### config.mk
export PLATFORM = sky130hd
export DESIGN_NAME = acc_src_reg
export DESIGN_NICKNAME = d
export VERILOG_FILES = /design/src/rtl/bip2_acc_pkg.sv /design/src/rtl/mux_nx1.sv /design/src/rtl/acc_src_reg.sv
export SDC_FILE = /design/constraint.sdc
export NUM_CORES = 1
export LEC_CHECK = 0
export ABC_AREA = 1
export CAP_MARGIN = 25
export CORE_MARGIN = 2
export CORE_UTILIZATION = 33
export CTS_CLUSTER_DIAMETER = 30
export CTS_CLUSTER_SIZE = 14
export DETAILED_ROUTE_END_ITERATION = 12
export GPL_TIMING_DRIVEN = 0
export PLACE_DENSITY = 0.77
export REMOVE_ABC_BUFFERS = 1
export SYNTH_ARGS = -nofsm -noshare
export SYNTH_HDL_FRONTEND = slang
export SYNTH_HIERARCHICAL = 1
export SYNTH_SLANG_ARGS = --single-unit
### constraint.sdc
create_clock -name clk_i -period 1.45 [get_ports clk_i]
set_input_delay 0.435 -clock clk_i [delete_from_list [all_inputs] [get_ports clk_i]]
set_output_delay 0.435 -clock clk_i [all_outputs]
set_load 0.02 [all_outputs]
### src/rtl/bip2_acc_pkg.sv
// Shared definitions for the BIP-2 accumulator source path: source index
// constants, default data width and the zero/negative flag helper.
package bip2_acc_pkg;

  localparam int ACC_DATA_W = 16;
  localparam int MAX_W      = 64;

  localparam int SRC_DATA = 0;
  localparam int SRC_EXT  = 1;
  localparam int SRC_ULA  = 2;

  typedef struct packed {
    logic z;
    logic n;
  } acc_flags_t;

  // Zero/negative flags of a value of width w; the caller zero-extends the
  // value to MAX_W, so the zero test over the full vector is exact.
  function automatic acc_flags_t acc_flags(input logic [MAX_W-1:0] val,
                                           input int unsigned w);
    acc_flags_t f;
    f.z = (val == '0);
    f.n = val[6'(w - 1)];
    return f;
  endfunction

endpackage

### src/rtl/mux_nx1.sv
// N-to-1 combinational selector. Out-of-range selects give all zeros and
// drop the legal indication so the caller can flag the attempt.
module mux_nx1 #(
  parameter int DATA_W = 16,
  parameter int N_SRC  = 3,
  localparam int SEL_W = (N_SRC > 1) ? $clog2(N_SRC) : 1
) (
  input  logic [N_SRC*DATA_W-1:0] src,
  input  logic [SEL_W-1:0]        sel,
  output logic [DATA_W-1:0]       mux,
  output logic                    legal
);

  logic [DATA_W-1:0] src_arr [N_SRC];

  for (genvar gi = 0; gi < N_SRC; gi++) begin : g_unpack
    assign src_arr[gi] = src[gi*DATA_W +: DATA_W];
  end

  // Pick the matching slice; no match leaves the zero default in place.
  always_comb begin
    mux   = '0;
    legal = 1'b0;
    for (int k = 0; k < N_SRC; k++) begin
      if (sel == SEL_W'(k)) begin
        mux   = src_arr[k];
        legal = 1'b1;
      end
    end
  end

endmodule

### src/rtl/acc_src_reg.sv
// Accumulator source selector with accumulator register, zero/negative
// flags and a sticky illegal-select error.
// Optional feature macro: ACC_FLAGS_EN (builds the z/n flag registers;
// without it z_o and n_o are constant 0).
module acc_src_reg
  import bip2_acc_pkg::*;
#(
  parameter int DATA_W = ACC_DATA_W,
  parameter int N_SRC  = 3,
  localparam int SEL_W = (N_SRC > 1) ? $clog2(N_SRC) : 1
) (
  input  logic                    clk_i,
  input  logic                    rst_n_i,
  input  logic [N_SRC*DATA_W-1:0] src_i,
  input  logic [SEL_W-1:0]        sel_i,
  input  logic                    wr_acc_i,
  input  logic                    clr_err_i,
  output logic [DATA_W-1:0]       mux_o,
  output logic [DATA_W-1:0]       acc_o,
  output logic                    z_o,
  output logic                    n_o,
  output logic                    sel_err_o
);

  logic              legal;
  logic              load;
  logic [DATA_W-1:0] acc_reg;
  logic              err_reg;

  mux_nx1 #(
    .DATA_W (DATA_W),
    .N_SRC  (N_SRC)
  ) u_mux (
    .src   (src_i),
    .sel   (sel_i),
    .mux   (mux_o),
    .legal (legal)
  );

  assign load = wr_acc_i && legal;

  // Accumulator: loads the selected source on a legal write, else holds.
  always_ff @(posedge clk_i) begin
    if (!rst_n_i) begin
      acc_reg <= '0;
    end else if (load) begin
      acc_reg <= mux_o;
    end
  end

  // Sticky error: an illegal write sets it and takes priority over clear.
  always_ff @(posedge clk_i) begin
    if (!rst_n_i) begin
      err_reg <= 1'b0;
    end else if (wr_acc_i && !legal) begin
      err_reg <= 1'b1;
    end else if (clr_err_i) begin
      err_reg <= 1'b0;
    end
  end

  assign acc_o     = acc_reg;
  assign sel_err_o = err_reg;

`ifdef ACC_FLAGS_EN
  acc_flags_t flags_reg;
  acc_flags_t flags_next;

  assign flags_next = acc_flags(MAX_W'(mux_o), DATA_W);

  // Flags are derived from the value being loaded so they update together
  // with the accumulator rather than a cycle behind it.
  always_ff @(posedge clk_i) begin
    if (!rst_n_i) begin
      flags_reg <= '{z: 1'b1, n: 1'b0};
    end else if (load) begin
      flags_reg <= flags_next;
    end
  end

  assign z_o = flags_reg.z;
  assign n_o = flags_reg.n;
`else
  assign z_o = 1'b0;
  assign n_o = 1'b0;
`endif

endmodule

# Word level (Yosys, flattened, before mapping)
# Index checks and enable logic that the tools add are counted.
# word_totals
reg_bits	17
wordCells	17
out_inout_bits	35
# op_classes
n_reduce_logical	5
n_mux	8
eq_ne	2
# op_table
op	count
$mux 16	3
$mux 1	5
$eq 2x1->1 const B	1
$eq 2x2->1 const B	1
$logic_and 1x1->1	2
$logic_not 2->1	1
$reduce_bool 2->1	1
$logic_not 1->1	1

# Longest topological paths before layout
# Gate-level depths: netlist of the first run.
# depth
word_depth	7
ltp_mapped	8
mapped_depth_nobuf	5

# Hierarchy
# The synthesis of the first run kept the hierarchy.
# modules_own_cells
module	cells_per_inst	n_inst	area_each_um2
acc_src_reg	111	1	733.2
mux_nx1	75	1	402.9

# Worst setup path after synthesis of the first run
# OpenSTA, ideal clock, no wires.
# synth_timing
kind	input to output
from	input sel_i[1]
to	output mux_o[10]
path_stages	5
n_path_buf	2
t_required_ns	1.015
t_arrival_ns	1.052
slack_ns	-0.037
cell_sequence	buf_6 -> nor2_8 -> buf_6 -> nand2_1 -> nand3_1
# synth_between
elab_chain_cells	4
# synth_rtl
item	line_no	rtl
start: declaration	acc_src_reg.sv:15	input logic [SEL_W-1:0] sel_i,
$logic_not 2->1	mux_nx1.sv:25	if (sel == SEL_W'(k)) begin
$mux 16 (2 in a row)	mux_nx1.sv:25	
$mux 16 *	mux_nx1.sv:25	
end: declaration	acc_src_reg.sv:18	output logic [DATA_W-1:0] mux_o,
# Every way passes the cells marked *; elsewhere a longest branch is shown, timed or not.

# Worst setup path in the final report of the first run
# layout_timing
from	input sel_i[1]
to	output mux_o[1]
# The elaborated chain is that of the path after synthesis.

==> results by group, run 1 <==
Global route
  • Total Routing Usage GR: 22.9%
  • Vias in the first global route: about 1600
  • First-pass GRT wire length: around 7200 um
  • Largest net degree at the start of global routing: 33
  • Initial antenna violation count: 0
  • Grt ovf: 0

Clock tree
  • CTS tree: built
  • Clock slew at reported path FFs: around 100 ps
  • Clk_lat worst skew: 280 ps
  • Clk sinks: 17
  • Longest Clk Path Bufs: 2
  • Root Buffer: clkbuf_4
  • H-Tree Depth: 1
  • Num CTS Buffers: 3

Logic synthesis
  • Cell variety after synth: 14
  • Top-area cell type share of the netlist area: 30.0%
  • Post-synth EDFFs: 0
  • Cell with the most instances after synthesis: nand2_1
  • Most used DFF post-synth: dfxtp_1
  • Yosys top cell by area: dfxtp_1
  • Synth Register Bits: 17
  • Register area share after synthesis: around 30%
  • Synth top cells by count: nand2_1 (51), nand3_1 (48), nor2_1 (31), inv_1 (18), dfxtp_1 (17)
  • Ys async rst share: 0%
  • Synth Cell Area: 1140 um^2
  • Top cells by area, synth: dfxtp_1 (30%), nand3_1 (21%), nand2_1 (17%), nor2_1 (10%), buf_6 (6.9%)
  • Yosys warnings: 6
  • Gate Count Post-Synth: between 150 and 200
  • Syn_area_per_cell: between 6 and 7 um^2

Drt
  • 1st-pass router iterations: 5
  • Drt total wl: 4650 um
  • DRC Markers: 0
  • Antenna viol nets, final: 0
  • Initial DRC count: 48
  • Via count: around 1600
  • Post-DR wirelength/cell: between 10 and 15 um
  • DR vias/cell: 4.62

STA
  • Final setup viols: 18
  • Final min period: 1580 ps
  • Tcrit/Tclk final: 109%
  • RSZ-0062 raised after global routing: true
  • Slew @ Worst Pin: ~670 ps
  • Endpoints failing hold: 0
  • Clock Skew: 0 ps
  • Max Slew Vio Count: 0
  • Final worst slack: -135 ps
  • Final TNS setup: -1620 ps
  • Rel. slew slack: between 50% and 60%
  • Hold_ws: around 490 ps
  • Max Clk Rate: roughly 630 MHz

Die
  • Die W: between 60 and 70 um
  • Die Y: between 60 and 70 um
  • Core footprint: approximately 3300 um^2
  • Die area: ~3900 um^2
  • Initial core utilization: 34.3%
  • # rows: 21
  • Num ports: 89

Flow run
  • Max-Cap Viols: 0

Worst setup path
  • Critical path class: primary input to output pin
  • CP Data Arrival Time: between 1000 and 1500 ps
  • Startpoint types: primary input
  • Worst-path maximum fanout: 6
  • Worst setup EP type: output pin
  • Worst path required time: 1020 ps
  • Worst Reg-to-Reg Cells: 4

Placed design
  • Dpl cells: slightly above 300
  • DP Area: 1930 um^2
  • Placer congestion estimate: about 0.72
  • Port bufs: 86
  • Post-DP HPWL: between 2000 and 2500 um

Final layout
  • Final Instance Area: between 2000 and 3000 um^2
  • Final core utilization: between 70 and 80%
  • Ant diodes: 0
  • Share of cells above drive strength 1: 35.2%
  • Nets@finish: around 360
  • Final non-filler cell total: 350
  • Area Overhead vs Synth: 127%

Power
  • Power Dens Cells: approximately 610 nW/um^2
  • VDD IR max: approximately 0.0005 V
  • Leakage power: 1.43 nW

Min path
  • Hold WC Path Type: register to register
  • WHS Path Cells: 2

Outcome
  • Violated checks: negative setup slack
  • Status: finished, violations left
[area by class of cell]
| type | count | area [um^2] |
|---|---|---|
| Sequential cell | 17 | 340 |
| Timing Repair Buffer | 127 | 1180 |
| Fill cell | 280 | 736 |
| Multi-Input combinational cell | 136 | 883 |
| Inverter | 20 | 85.1 |
| Tap cell | 46 | 57.6 |
| Clock buffer | 4 | 26.3 |
[timing repair]
| item | in CTS | in global routing |
|---|---|---|
| hold buffers | 0 | 0 |
| resized for setup | 227 | 35 |
| pin swaps | 43 | 25 |
| setup endpoints to repair | 50 | 33 |
| buffers inserted | 35 | 6 |
[through the flow]
step / setup WS, ps / power, W
floorplan: 138 / 0.000782
global placement: -1740 / 0.00113
detailed placement: -1770 / 0.00113
CTS: -123 / 0.00150
global route: -172 / 0.00167
finish: -135 / 0.00157
[power breakdown]
part	internal [W]	leakage, nW	total (W)	switching, W
Clock	0.000107	0.0150	0.000258	0.000151
Combinational	0.000406	1.27	0.000798	0.000391
Sequential	0.000503	0.141	0.000518	0.0000154
Total	0.00102	1.43	0.00157	0.000558
[final timing paths]
path                                        startpoint                endpoint  slack, ps
worst max-delay path                          sel_i[1]                mux_o[1]       -130
worst min-delay path            sel_err_o$_SDFFE_PN0P_  sel_err_o$_SDFFE_PN0P_        490
worst max register to register  acc_o[10]$_SDFFE_PN0P_  acc_o[10]$_SDFFE_PN0P_        770
worst min register to register  sel_err_o$_SDFFE_PN0P_  sel_err_o$_SDFFE_PN0P_        490
[kinds of logic after synthesis]
family | count (synthesis) | share of synthesized area (%)
AOI/OAI and AO/OA | 1 | 0.661
other | 1 | 0.330
buffers and inverters | 34 | 18.0
and+or+nand+nor | 133 | 51.1
DFF | 17 | 30.0
[cell usage in the layout (no fill, tap or decap), drive strengths merged]
cell           instances
buf                   59
dlygate4sd2           57
nand2                 52
nand3                 48
nor2                  33
inv                   20
dfxtp                 17
clkdlybuf4s15          7
clkbuf                 5
clkdlybuf4s50          3
conb                   2
a21boi                 1
[state kept, by name, indices dropped and copies added, names as in the netlist]
| name | flops |
|---|---|
| acc_o | 16 |
| sel_err_o | 1 |
[worst max-delay path: stages]
cell and delay [ps]:
buf_16 120, nor2_8 140, buf_6 160, nand2_2 60
nand3_2 100, buf_6 130
[metal layers]
layer | up-vias | wire length [um] | track usage [%]
met3 | 6 | 236 | 5.41
li1 | 814 | - | -
met2 | 53 | 2540 | 44.8
met4 | 0 | 63 | 3.33
met5 | - | 0 | 0
met1 | 743 | 1810 | 25.2
Power figures use the tool's default switching activity.
==> run 2: changes to the inputs <==
--- a/config.mk
+++ b/config.mk
@@ -8,12 +8,12 @@
 export ABC_AREA = 1
 export CAP_MARGIN = 25
 export CORE_MARGIN = 2
-export CORE_UTILIZATION = 33
+export CORE_UTILIZATION = 36
 export CTS_CLUSTER_DIAMETER = 30
 export CTS_CLUSTER_SIZE = 14
 export DETAILED_ROUTE_END_ITERATION = 12
 export GPL_TIMING_DRIVEN = 0
-export PLACE_DENSITY = 0.77
+export PLACE_DENSITY = 0.83
 export REMOVE_ABC_BUFFERS = 1
 export SYNTH_ARGS = -nofsm -noshare
 export SYNTH_HDL_FRONTEND = slang
==> constraint.sdc (replaced) <==
create_clock -name clk_i -period 1.84 [get_ports clk_i]
set_input_delay 0.552 -clock clk_i [delete_from_list [all_inputs] [get_ports clk_i]]
set_output_delay 0.552 -clock clk_i [all_outputs]
set_load 0.02 [all_outputs]
==> results by group, run 2 (same netlist as run 1, synthesis figures left out) <==
Worst setup path
  • Worst Reg-to-Reg Cells: 4 (unchanged)
  • Worst-path maximum fanout: 2 (-4)
  • CP Data Arrival Time: 1270 ps (+120 ps)
  • R2R Path Start: acc_o[4]$_SDFFE_PN0P_
  • Internal reg-to-reg setup slack: 1150 ps (+380 ps)
  • R2R Path End: acc_o[4]$_SDFFE_PN0P_
  • Critical path class: primary input to output pin
  • Worst setup EP type: output pin
  • Startpoint types: primary input
  • Worst path required time: 1290 ps (+270 ps)

STA
  • Tcrit/Tclk final: 99.0%
  • Max Slew Vio Count: 0 (unchanged)
  • Final TNS setup: 0 ps (+1620 ps)
  • Final setup viols: 0 (-18)
  • Rel. slew slack: 57.0% (+1.7 points)
  • Final min period: 1820 ps
  • Max Clk Rate: 549 MHz
  • Clock Skew: 0 ps (unchanged)
  • Endpoints failing hold: 0 (unchanged)
  • Slew @ Worst Pin: 643 ps (-25.1 ps)

Die
  • Initial core utilization: 37.5% (+3.2 points)
  • Core footprint: 3030 um^2 (-8.5%)
  • Num ports: 89 (unchanged)
  • Die area: 3620 um^2 (-7.8%)
  • Die Y: 60.2 um (-4.0%)
  • # rows: 20 (-4.8%)
  • Die W: 60.2 um (-4.0%)

Placed design
  • DP Area: 1930 um^2 (-0.13%)
  • Port bufs: 86 (unchanged)
  • Placer congestion estimate: 0.754 (+4.8%)
  • Post-DP HPWL: 2460 um (-1.5%)

Drt
  • Drt total wl: 3950 um (-15%)
  • Metal3 WL: 356 um (+51%)
  • DRC Markers: 0 (unchanged)
  • Met2 WL: 2030 um (-20%)
  • DR vias/cell: 4.59 (-0.52%)
  • Via count: 1479 (-8.5%)
  • 1st-pass router iterations: 4 (-1)
  • Antenna viol nets, final: 0 (unchanged)
  • Initial DRC count: 30 (-38%)
  • Post-DR wirelength/cell: 12.3 um (-7.7%)
  • Met1 Routed Length: 1530 um (-15%)
  • Top layer in use: met4

Min path
  • WHS Endpoint: sel_err_o$_SDFFE_PN0P_
  • Hold WC Path Type: register to register
  • WHS Path Cells: 2 (unchanged)
  • Min-delay src: sel_err_o$_SDFFE_PN0P_

Final layout
  • Final Instance Area: 2190 um^2 (-15%)
  • Nets@finish: 333 (-7.2%)
  • Leading cell types in the layout, fill and taps excluded: nand2_1 (51), dlygate4sd2_1 (34), nor2_1 (31), nand3_1 (31), clkdlybuf4s50_1 (22)
  • Area Overhead vs Synth: 93.0%
  • Most common cell after layout, fill and taps aside: nand2_1
  • Share of cells above drive strength 1: 20.9% (-14 points)
  • Final core utilization: 72.4% (-5.4 points)
  • Ant diodes: 0 (unchanged)
  • Max reg flops: 16 (unchanged)

Global route
  • Vias in the first global route: 1399 (-11%)
  • Total Routing Usage GR: 22.2% (-0.71 points)
  • Grt ovf: 0 (unchanged)
  • Largest net degree at the start of global routing: 33 (unchanged)
  • First-pass GRT wire length: 6040 um (-16%)
  • Initial antenna violation count: 0 (unchanged)

Clock tree
  • Clock slew at reported path FFs: 100 ps (about the same)
  • Root Buffer: clkbuf_4
  • Longest Clk Path Bufs: 2 (unchanged)
  • Clk sinks: 17 (unchanged)
  • CTS tree: built
  • Num CTS Buffers: 3 (unchanged)
  • Hold buffers post-CTS: 0 (unchanged)
  • Clk_lat worst skew: 280 ps (about the same)
  • H-Tree Depth: 1 (unchanged)

Power
  • Leakage power: 1.26 nW (-12%)
  • Power Dens Cells: 517 nW/um^2 (-15%)
  • Final Power: 0.00113 W (-28%)
  • VDD IR max: 0.000408 V (-21%)

Flow run
  • Max-Cap Viols: 0 (unchanged)

Outcome
  • Status: complete, no violations
==> run 2: cell count changes in the layout (fill, tap and decap cells not counted), moves of 4 or more <==
cell,previous run,this run
dlygate4sd2_1,57,34
clkdlybuf4s15_1,7,0
buf_4,35,14
nand3_1,27,31
clkdlybuf4s50_1,3,22
dlymetal6s2s_1,0,12
nand3_4,9,0
nand2_4,12,0
nand2_1,36,51
buf_6,20,16
nand3_2,12,17
==> run 2: stage by stage <==
| stage | cells | hold WS (ps) | worst slack, ps |
|---|---|---|---|
| floorplan | 173 | 546 | 294 |
| finish | 322 | 497 | 17.6 |
| detailed placement | 303 | 487 | -1630 |
| global route | 322 | 535 | -6.73 |
| global placement | 303 | 466 | -1600 |
| CTS | 320 | 502 | 4.57 |
==> run 2: worst max path at each step <==
stage / from / endpoint / slack (ps) / cells past startpoint
floorplan: sel_i[0] / mux_o[0] / 290 / 3
global placement: sel_i[1] / mux_o[15] / -1600 / 5
detailed placement: sel_i[0] / mux_o[1] / -1630 / 5
CTS: src_i[15] / mux_o[15] / 5 / 4
global route: src_i[13] / mux_o[13] / -7 / 4
finish: src_i[4] / mux_o[4] / 20 / 4
==> run 2: layout make-up <==
class	instances	area (um^2)
timing repair buffer	100	993
clock buffer	4	26.3
fill	276	836
multi-input combinational	137	692
inverter	20	85.1
sequential	17	340
tap	44	55.1
==> run 2: critical path, stage by stage <==
cell             delay [ps]
clkdlybuf4s50_1         460
nand2_1                  70
nand3_2                  70
buf_6                   120
==> run 2: power breakdown <==
part	switching [W]	internal (W)	total (W)
combinational	0.000256	0.000262	0.000519
sequential	0.0000131	0.000396	0.000409
clock	0.000121	0.0000842	0.000206
total	0.000391	0.000743	0.00113
==> run 2: layer usage <==
| metal | GRT usage [%] | vias to the layer above |
|---|---|---|
| met4 | 5.40 | 0 |
| met3 | 5.41 | 4 |
| li1 | - | 761 |
| met1 | 24.2 | 655 |
| met2 | 42.1 | 59 |
| met5 | 0 | - |
==> run 2: timing repair <==
action	4_1_cts	5_1_grt
gates cloned	1	0
resized for setup	165	16
endpoints found under the setup margin	33	20
pin swaps	18	17
setup buffers	12	2
